--- src/rtl/dds_cfg_pkg.sv ---
`default_nettype none
// ============================================================================
// Module   : dds_cfg_pkg
// Purpose  : Shared constants and types for the DDS SPI configuration block.
//            Holds the register map, CTRL bit positions, STATUS ID, frame
//            length and the SPI frame FSM state type.
// Ports    : none (package)
// Options  : DDS_CFG_READBACK_EN (used by dds_cfg_spi)
// Revision : 1.0 - initial release
// ============================================================================
package dds_cfg_pkg;

  localparam int FRAME_BITS = 40;
  localparam int CMD_BITS   = 8;
  localparam int DATA_BITS  = 32;

  localparam logic [6:0] ADDR_FREQ1  = 7'h00;
  localparam logic [6:0] ADDR_FREQ2  = 7'h01;
  localparam logic [6:0] ADDR_SYM    = 7'h02;
  localparam logic [6:0] ADDR_CTRL   = 7'h03;
  localparam logic [6:0] ADDR_STATUS = 7'h04;

  localparam int CTRL_COMMIT_BIT = 0;
  localparam int CTRL_EN_LSB     = 1;
  localparam int CTRL_EN_MSB     = 2;

  localparam logic [15:0] STATUS_ID = 16'hD5C0;

  typedef enum logic [1:0] {
    ST_IDLE = 2'd0,
    ST_CMD  = 2'd1,
    ST_DATA = 2'd2,
    ST_DONE = 2'd3
  } spi_state_e;

endpackage
`default_nettype wire

--- src/rtl/dds_cfg_spi_sync.sv ---
`default_nettype none
// ============================================================================
// Module   : spi_slave_sync
// Purpose  : Oversamples the SPI pins into the DDS clock domain and produces
//            single-cycle edge strobes from the synchronised sclk and cs_n.
// Ports    : clk, rst            - DDS clock, async active-high reset
//            spi_sclk/cs_n/mosi  - raw SPI pins
//            sclk_rise/sclk_fall - one-cycle strobes on synchronised sclk
//            cs_fall/cs_rise     - one-cycle strobes on synchronised cs_n
//            mosi_s              - synchronised mosi, aligned with sclk strobes
// Revision : 1.0 - initial release
// ============================================================================
module spi_slave_sync
  import dds_cfg_pkg::*;
#(
  parameter int SYNC_STAGES = 2
) (
  input  logic clk,
  input  logic rst,
  input  logic spi_sclk,
  input  logic spi_cs_n,
  input  logic spi_mosi,
  output logic sclk_rise,
  output logic sclk_fall,
  output logic cs_fall,
  output logic cs_rise,
  output logic mosi_s
);

  logic [SYNC_STAGES-1:0] sclk_q;
  logic [SYNC_STAGES-1:0] cs_n_q;
  logic [SYNC_STAGES-1:0] mosi_q;
  logic                   sclk_prev_q;
  logic                   cs_n_prev_q;

  // All three pins go through the same depth so mosi stays aligned with the
  // sclk edge that samples it. cs_n resets high (deselected).
  always_ff @(posedge clk or posedge rst) begin
    if (rst) begin
      sclk_q      <= '0;
      cs_n_q      <= '1;
      mosi_q      <= '0;
      sclk_prev_q <= 1'b0;
      cs_n_prev_q <= 1'b1;
    end else begin
      sclk_q      <= {sclk_q[SYNC_STAGES-2:0], spi_sclk};
      cs_n_q      <= {cs_n_q[SYNC_STAGES-2:0], spi_cs_n};
      mosi_q      <= {mosi_q[SYNC_STAGES-2:0], spi_mosi};
      sclk_prev_q <= sclk_q[SYNC_STAGES-1];
      cs_n_prev_q <= cs_n_q[SYNC_STAGES-1];
    end
  end

  assign sclk_rise =  sclk_q[SYNC_STAGES-1] & ~sclk_prev_q;
  assign sclk_fall = ~sclk_q[SYNC_STAGES-1] &  sclk_prev_q;
  assign cs_fall   = ~cs_n_q[SYNC_STAGES-1] &  cs_n_prev_q;
  assign cs_rise   =  cs_n_q[SYNC_STAGES-1] & ~cs_n_prev_q;
  assign mosi_s    =  mosi_q[SYNC_STAGES-1];

endmodule
`default_nettype wire

--- src/rtl/dds_cfg_spi.sv ---
`default_nettype none
// ============================================================================
// Module   : dds_cfg_spi
// Purpose  : SPI-slave (mode 0) configuration register file for two DDS
//            channels. Frames are 40 bits MSB first: cmd[7]=read, cmd[6:0]=
//            address, then 32 data bits. Writes land in shadow registers; a
//            CTRL write with COMMIT=1 copies every shadow to the active outputs
//            in one clk cycle and pulses cfg_stb.
// Ports    : clk, rst                   - DDS clock, async active-high reset
//            spi_sclk/cs_n/mosi/miso    - SPI slave pins (f_sclk <= f_clk/8)
//            freq_word1/2, triangle_sym - active DDS configuration words
//            dds_en                     - active channel enables, bit0 = ch1
//            cfg_stb                    - one-cycle pulse on active update
// Options  : DDS_CFG_READBACK_EN - when defined, read frames return the
//            addressed shadow (or STATUS) on spi_miso; otherwise spi_miso is
//            tied low and read frames are consumed without effect.
// Revision : 1.0 - initial release
// ============================================================================
module dds_cfg_spi #(
  parameter int              FW_W        = 32,
  parameter logic [FW_W-1:0] DEF_FREQ    = FW_W'(2147483),
  parameter logic [FW_W-1:0] DEF_SYM     = FW_W'(154748364),
  parameter int              SYNC_STAGES = 2
) (
  input  logic            clk,
  input  logic            rst,
  input  logic            spi_sclk,
  input  logic            spi_cs_n,
  input  logic            spi_mosi,
  output logic            spi_miso,
  output logic [FW_W-1:0] freq_word1,
  output logic [FW_W-1:0] freq_word2,
  output logic [FW_W-1:0] triangle_sym,
  output logic [1:0]      dds_en,
  output logic            cfg_stb
);
  import dds_cfg_pkg::*;

  logic cs_fall, cs_rise, sclk_rise, sclk_fall, mosi_s;

  spi_slave_sync #(
    .SYNC_STAGES (SYNC_STAGES)
  ) u_sync (
    .clk       (clk),
    .rst       (rst),
    .spi_sclk  (spi_sclk),
    .spi_cs_n  (spi_cs_n),
    .spi_mosi  (spi_mosi),
    .sclk_rise (sclk_rise),
    .sclk_fall (sclk_fall),
    .cs_fall   (cs_fall),
    .cs_rise   (cs_rise),
    .mosi_s    (mosi_s)
  );

  spi_state_e              state_q, state_d;
  logic [5:0]              cnt_q, cnt_d;
  logic [FRAME_BITS-2:0]   shreg_q, shreg_d;
  logic [FW_W-1:0]         fw1_sh_q, fw1_sh_d;
  logic [FW_W-1:0]         fw2_sh_q, fw2_sh_d;
  logic [FW_W-1:0]         sym_sh_q, sym_sh_d;
  logic [1:0]              en_sh_q, en_sh_d;
  logic                    commit_q, commit_d;
  logic [FW_W-1:0]         fw1_q, fw2_q, sym_q;
  logic [1:0]              en_q;
  logic                    stb_q;

  // Previously shifted bits plus the bit arriving on this rising edge. On the
  // 8th edge the low byte is the command; on the 40th it is the whole frame.
  logic [FRAME_BITS-1:0]   frame_w;
  logic [6:0]              waddr_w;
  logic [DATA_BITS-1:0]    wdata_w;

  assign frame_w = {shreg_q, mosi_s};
  assign waddr_w = frame_w[FRAME_BITS-2:DATA_BITS];
  assign wdata_w = frame_w[DATA_BITS-1:0];

`ifdef DDS_CFG_READBACK_EN
  logic                 rd_q, rd_d;
  logic [DATA_BITS-1:0] tx_q, tx_d;
  logic                 miso_q, miso_d;
  logic                 pending_w;
  logic [DATA_BITS-1:0] rdata_w;

  assign pending_w = (fw1_sh_q != fw1_q) | (fw2_sh_q != fw2_q) |
                     (sym_sh_q != sym_q) | (en_sh_q != en_q);

  // Address comes from the command byte completing on this edge.
  always_comb begin
    rdata_w = '0;
    case (frame_w[6:0])
      ADDR_FREQ1:  rdata_w = DATA_BITS'(fw1_sh_q);
      ADDR_FREQ2:  rdata_w = DATA_BITS'(fw2_sh_q);
      ADDR_SYM:    rdata_w = DATA_BITS'(sym_sh_q);
      ADDR_CTRL:   rdata_w = {29'b0, en_sh_q, 1'b0};
      ADDR_STATUS: rdata_w = {STATUS_ID, 15'b0, pending_w};
      default:     rdata_w = '0;
    endcase
  end

  // Raw cs_n gates miso so the line drops as soon as the master deselects.
  assign spi_miso = miso_q & ~spi_cs_n;
`else
  logic unused_sclk_fall;
  assign unused_sclk_fall = sclk_fall;
  assign spi_miso         = 1'b0;
`endif

  always_comb begin
    state_d  = state_q;
    cnt_d    = cnt_q;
    shreg_d  = shreg_q;
    fw1_sh_d = fw1_sh_q;
    fw2_sh_d = fw2_sh_q;
    sym_sh_d = sym_sh_q;
    en_sh_d  = en_sh_q;
    commit_d = 1'b0;
`ifdef DDS_CFG_READBACK_EN
    rd_d     = rd_q;
    tx_d     = tx_q;
    miso_d   = miso_q;
`endif
    if (cs_rise) begin
      // Deselect aborts any frame; a partial frame never writes.
      state_d = ST_IDLE;
      cnt_d   = '0;
`ifdef DDS_CFG_READBACK_EN
      rd_d    = 1'b0;
      miso_d  = 1'b0;
`endif
    end else begin
      case (state_q)
        ST_IDLE: begin
          if (cs_fall) begin
            state_d = ST_CMD;
            cnt_d   = '0;
`ifdef DDS_CFG_READBACK_EN
            rd_d    = 1'b0;
`endif
          end
        end
        ST_CMD: begin
          if (sclk_rise) begin
            shreg_d = frame_w[FRAME_BITS-2:0];
            cnt_d   = cnt_q + 6'd1;
            if (cnt_q == 6'(CMD_BITS - 1)) begin
              state_d = ST_DATA;
`ifdef DDS_CFG_READBACK_EN
              rd_d = frame_w[7];
              if (frame_w[7]) begin
                tx_d = rdata_w;
              end
`endif
            end
          end
        end
        ST_DATA: begin
          if (sclk_rise) begin
            shreg_d = frame_w[FRAME_BITS-2:0];
            cnt_d   = cnt_q + 6'd1;
            if (cnt_q == 6'(FRAME_BITS - 1)) begin
              state_d = ST_DONE;
              if (!frame_w[FRAME_BITS-1]) begin
                case (waddr_w)
                  ADDR_FREQ1: fw1_sh_d = FW_W'(wdata_w);
                  ADDR_FREQ2: fw2_sh_d = FW_W'(wdata_w);
                  ADDR_SYM:   sym_sh_d = FW_W'(wdata_w);
                  ADDR_CTRL: begin
                    en_sh_d  = wdata_w[CTRL_EN_MSB:CTRL_EN_LSB];
                    commit_d = wdata_w[CTRL_COMMIT_BIT];
                  end
                  default: ;
                endcase
              end
            end
          end
`ifdef DDS_CFG_READBACK_EN
          // First falling edge in DATA is the 8th of the frame: drive bit 31.
          if (sclk_fall && rd_q) begin
            miso_d = tx_q[DATA_BITS-1];
            tx_d   = {tx_q[DATA_BITS-2:0], 1'b0};
          end
`endif
        end
        default: ; // ST_DONE: wait for cs_n to rise, ignore sclk
      endcase
    end
  end

  always_ff @(posedge clk or posedge rst) begin
    if (rst) begin
      state_q  <= ST_IDLE;
      cnt_q    <= '0;
      shreg_q  <= '0;
      fw1_sh_q <= DEF_FREQ;
      fw2_sh_q <= DEF_FREQ;
      sym_sh_q <= DEF_SYM;
      en_sh_q  <= 2'b11;
      commit_q <= 1'b0;
      fw1_q    <= DEF_FREQ;
      fw2_q    <= DEF_FREQ;
      sym_q    <= DEF_SYM;
      en_q     <= 2'b11;
      stb_q    <= 1'b0;
    end else begin
      state_q  <= state_d;
      cnt_q    <= cnt_d;
      shreg_q  <= shreg_d;
      fw1_sh_q <= fw1_sh_d;
      fw2_sh_q <= fw2_sh_d;
      sym_sh_q <= sym_sh_d;
      en_sh_q  <= en_sh_d;
      commit_q <= commit_d;
      // commit_q rises together with the CTRL shadow update, so the enables
      // written in the committing frame are part of this copy.
      if (commit_q) begin
        fw1_q <= fw1_sh_q;
        fw2_q <= fw2_sh_q;
        sym_q <= sym_sh_q;
        en_q  <= en_sh_q;
      end
      stb_q    <= commit_q;
    end
  end

`ifdef DDS_CFG_READBACK_EN
  always_ff @(posedge clk or posedge rst) begin
    if (rst) begin
      rd_q   <= 1'b0;
      tx_q   <= '0;
      miso_q <= 1'b0;
    end else begin
      rd_q   <= rd_d;
      tx_q   <= tx_d;
      miso_q <= miso_d;
    end
  end
`endif

  assign freq_word1   = fw1_q;
  assign freq_word2   = fw2_q;
  assign triangle_sym = sym_q;
  assign dds_en       = en_q;
  assign cfg_stb      = stb_q;

endmodule
`default_nettype wire

--- config.mk ---
export PLATFORM = sky130hd
export DESIGN_NAME = dds_cfg_spi
export DESIGN_NICKNAME = d
export VERILOG_FILES = /design/src/rtl/dds_cfg_pkg.sv /design/src/rtl/dds_cfg_spi_sync.sv /design/src/rtl/dds_cfg_spi.sv
export SDC_FILE = /design/constraint.sdc
export NUM_CORES = 1
export LEC_CHECK = 0
export CORE_ASPECT_RATIO = 0.75
export CORE_UTILIZATION = 51
export DETAILED_ROUTE_END_ITERATION = 12
export HOLD_SLACK_MARGIN = 0.1
export PLACE_DENSITY = 0.76
export SETUP_SLACK_MARGIN = 0.5
export SYNTH_ARGS = -nofsm -noshare
export SYNTH_HDL_FRONTEND = slang
export SYNTH_SLANG_ARGS = --single-unit
--- constraint.sdc ---
create_clock -name clk -period 10.3 [get_ports clk]
set_clock_uncertainty 0.05 [all_clocks]
set_input_delay 3.09 -clock clk [delete_from_list [all_inputs] [get_ports clk]]
set_output_delay 3.09 -clock clk [all_outputs]
set_load 0.01 [all_outputs]
==> flow_results.org <==
** Outcome
- The flow ran to the end, and the final reports show no timing, DRC or antenna violations.

** Worst setup path
- Cell family contributing the most delay on the critical path :: flip-flops
- Arrival time worst endpoint :: 1620 ps
- On the worst path, the slowest cell contributes a delay of 560 ps.
- Kind of launch point of the worst setup path :: register
- List of cells traversed by the critical path :: clkdlybuf4s50_1
- Counting both buffers and inverters, the worst setup path holds a total of 1.
- Biggest fanout along the worst timing path :: 2
- The worst setup path is captured at an output port.
- Worst path required time :: 7160 ps
- WS Path Type :: reg2out
- Critical-path cell with the highest stage delay :: sky130_fd_sc_hd__dfstp_2

** Floorplan
- Y dimension of the die :: 124 um
- Row generation in the floorplan step produced 44 rows.
- Placeable core region :: 19300 sq um
- For this design the top-level I/O count stands at 105.
- Starting Density :: 52.1%
- Floorplan die width :: 164 um
- The die covers 20300 sq um.

** Clocking
- Number of buffers between clock root and the deepest sink :: 3
- Clock latency on the worst-skew pair, taken at its later pin, is 510 ps.
- Buffers inserted during clock tree synthesis total 24.
- CTS Hold Buffers Added :: 0
- Clock-pin slew was measured on the worst setup and hold paths at 60 ps.
- TritonCTS built the clock tree.
- CTS placed an instance of sky130_fd_sc_hd__clkbuf_16 at the clock tree root.
- Post CTS Setup Buffer Count :: 0
- Clock Sinks :: 253
- CTS H-Tree Depth :: 1
- Once the clock tree was built, the resizer swapped 0 gates to a different size.

** Final layout
- Ratio of cells with drive above 1 in the final layout :: 47.3%
- Number of nets in the layout :: 705
- The area growth from synthesis to layout is 19.9%.
- Final standard cell area without fillers :: 12100 sq um
- 0 antenna diodes ended up in the layout.
- Measured on the finished design, the core utilization comes to 62.4%.
- Once layout is complete, the cells apart from fillers number 965.

** STA
- Max transition margin :: 19.7%
- At the pin with the least slew margin, the transition time is 1200 ps.
- After layout, the minimum clock period comes to 4760 ps.
- Setup violations remaining at the end of the flow were counted as 0.
- On the final layout, the worst hold slack is 304 ps.
- The final hold violation count is 0.
- Setup_tns :: 0 ps
- Setup WS post-layout :: 5540 ps
- Achievable Freq :: 0.210 GHz
- The max-slew violation count was 0.
- Unrepaired setup endpoints after global routing :: no
- The worst path uses 46.2% of the clock period.

** Power
- IR analysis of the VDD net gives a maximum drop of 0.103 mV.
- For this design the ratio of total power to cell area is 173 nW/um^2.
- The design draws 2.08 mW.
- Summed over all cells, the static leakage comes to 5.57 nW.

** Global route
- Number of global-route vias before repair :: 5286
- The number of antenna violations at the first check in global routing is 0.
- For this run the aggregate overflow at the end of global routing stands at 0.
- GR Util All Layers :: 17.8%
- Pin count of the biggest net entering global routing :: 172
- The first global-routing pass estimated 28600 um of wire.

** Synth
- After synthesis, the share of flip-flops with an asynchronous set or reset is 100%.
- For this run, the register share of the synthesized area comes to 63.8%.
- Yosys warning count :: 0
- For this run, the leading register cell type out of synthesis is sky130_fd_sc_hd__dfrtp_1.
- Post-Syn Area :: 10100 sq um
- In this run, synthesis inferred 0 flip-flops with an integrated enable.
- Dominant cells by area after synthesis :: sky130_fd_sc_hd__dfrtp_1, sky130_fd_sc_hd__dfstp_2, sky130_fd_sc_hd__mux2_2
- Synthesis produced a netlist with a net count of 599.
- Mapped Cells :: 588
- Synthesized area per cell :: 17.1 sq um
- Yosys reg bits :: 253
- Yosys top cell by area :: sky130_fd_sc_hd__dfrtp_1
- Unique masters post-synth :: 43
- Summed over its instances, the top area cell type makes up 45.7% of the synthesized netlist area.

** Flow run
- The tool flagged a number of max-cap violations equal to 0.

** Routing
- Mean number of vias per cell :: 5.26
- In this run, the number of DRC markers left after iteration 0 of detailed routing was 272.
- The routed layout has 5073 vias.
- Detailed route wirelength on metal2 :: 7620 um
- Before antenna repair, the detailed router went through 6 iterations.
- The detailed router put a total of 8720 um of wire on met1.
- Post-detailed-route DRC marker count :: 0
- Wire segments on met3 add up to 746 um in the final route.
- DRT antenna net count :: 0
- Summed over all layers, the routed wires come to 17400 um.
- Top sig layer :: met4
- Routed length per instance :: 18.1 um

** Placed design
- Placer's final routability congestion estimate :: 0.710
- Cell Area, Placed :: 11200 sq um
- Before CTS, the worst setup slack after placement is 4880 ps.
- Post-DP HPWL :: 10600 um
- In this run the tool buffered the top-level ports with 103 buffer cells.
- Once placement completed, the tool counted placed cells totaling 921.

** Hold path
- Worst Hold Class :: reg2reg
==> power by group <==
group,internal (mW),switching (mW),leakage (nW),total [mW]
Sequential,1.02,0.0253,3.26,1.04
Combinational,0.0517,0.0764,1.90,0.128
Clock,0.545,0.368,0.408,0.913
Total,1.61,0.470,5.57,2.08
==> path summary, 6_finish.rpt <==
kind                                                    from                          to  slack, ps  cells past startpoint
worst max-delay path               freq_word1[3]$_DFFE_PP1P_               freq_word1[3]       5540                      1
worst min-delay path              u_sync.sclk_q[0]$_DFF_PP0_  u_sync.sclk_q[1]$_DFF_PP0_        300                      0
worst max register to register  u_sync.cs_n_prev_q$_DFF_PP1_    fw1_sh_q[30]$_DFFE_PP0P_       7460                      6
worst min register to register    u_sync.sclk_q[0]$_DFF_PP0_  u_sync.sclk_q[1]$_DFF_PP0_        300                      0
max in group asynchronous                                rst  freq_word2[19]$_DFFE_PP0P_       5550                      4
min in group asynchronous                                rst  freq_word2[28]$_DFFE_PP0P_       3100                      3
==> state kept, by name (all words and copies together), names as in the netlist, 2 cells and up <==
register / flops
state_q: 2
triangle_sym: 32
shreg_q: 39
freq_word1: 32
en_sh_q: 2
u_sync.cs_n_q: 2
cnt_q: 6
fw2_sh_q: 32
sym_sh_q: 32
u_sync.mosi_q: 2
u_sync.sclk_q: 2
freq_word2: 32
dds_en: 2
fw1_sh_q: 32
==> synth_stat cells (2+ instances only) <==
cell and n:
sky130_fd_sc_hd__mux2_2 155, sky130_fd_sc_hd__ha_1 6, sky130_fd_sc_hd__a21oi_1 3, sky130_fd_sc_hd__and4b_1 3, sky130_fd_sc_hd__o21ai_0 7, sky130_fd_sc_hd__buf_2 3
sky130_fd_sc_hd__nand2b_1 3, sky130_fd_sc_hd__buf_12 6, sky130_fd_sc_hd__buf_6 5, sky130_fd_sc_hd__nand2_1 8, sky130_fd_sc_hd__and3_1 3, sky130_fd_sc_hd__dfstp_2 69
sky130_fd_sc_hd__nor2_1 5, sky130_fd_sc_hd__nand3_1 2, sky130_fd_sc_hd__o31ai_1 2, sky130_fd_sc_hd__clkbuf_1 12, sky130_fd_sc_hd__nor2b_1 2, sky130_fd_sc_hd__mux2_4 60
sky130_fd_sc_hd__or3_1 2, sky130_fd_sc_hd__a32o_1 2, sky130_fd_sc_hd__mux2_1 20, sky130_fd_sc_hd__inv_1 6, sky130_fd_sc_hd__dfrtp_1 184
==> placed cells by master (no fill, tap or decap), types with 3 or more instances in the layout <==
cell,count
sky130_fd_sc_hd__a21oi_1,3
sky130_fd_sc_hd__and3_1,3
sky130_fd_sc_hd__buf_4,4
sky130_fd_sc_hd__bufinv_16,3
sky130_fd_sc_hd__clkbuf_1,6
sky130_fd_sc_hd__clkbuf_16,24
sky130_fd_sc_hd__clkbuf_8,5
sky130_fd_sc_hd__clkdlybuf4s50_1,103
sky130_fd_sc_hd__clkinv_2,3
sky130_fd_sc_hd__dfrtp_1,183
sky130_fd_sc_hd__dfstp_2,69
sky130_fd_sc_hd__ha_1,6
sky130_fd_sc_hd__inv_1,5
sky130_fd_sc_hd__mux2_1,20
sky130_fd_sc_hd__mux2_2,155
sky130_fd_sc_hd__mux2_4,60
sky130_fd_sc_hd__nand2_1,8
sky130_fd_sc_hd__nand2b_1,3
sky130_fd_sc_hd__nor2_1,4
sky130_fd_sc_hd__o21ai_0,7
==> metal layers <==
layer / up-vias / track usage [%]
met1: 2618 / 26.9
met5: - / 0
met4: 0 / 4.28
met2: 111 / 26.7
li1: 2314 / -
met3: 30 / 3.23
==> logic make-up (layout without fill, tap and decap cells) <==
group | Yosys count | in the layout | share of synthesized area (%)
AO/OA/AOI/OAI | 19 | 19 | 1.24
adder cells (fa/ha/maj) | 6 | 6 | 0.746
other | 1 | 1 | 0.0373
buffers and inverters | 34 | 158 | 2.69
flip-flops | 253 | 253 | 63.8
AND/OR/NAND/NOR | 40 | 40 | 3.00
multiplexers | 235 | 235 | 28.5
==> cell type report <==
class	instances	area [sq um]
fill	1365	7260
sequential	253	6420
multi-input combinational	301	3390
timing repair buffer	108	1080
clock buffer	35	692
tap	253	317
clock inverter	9	139
inverter	6	26.3
No activity file was read; power rests on OpenSTA's default activity.
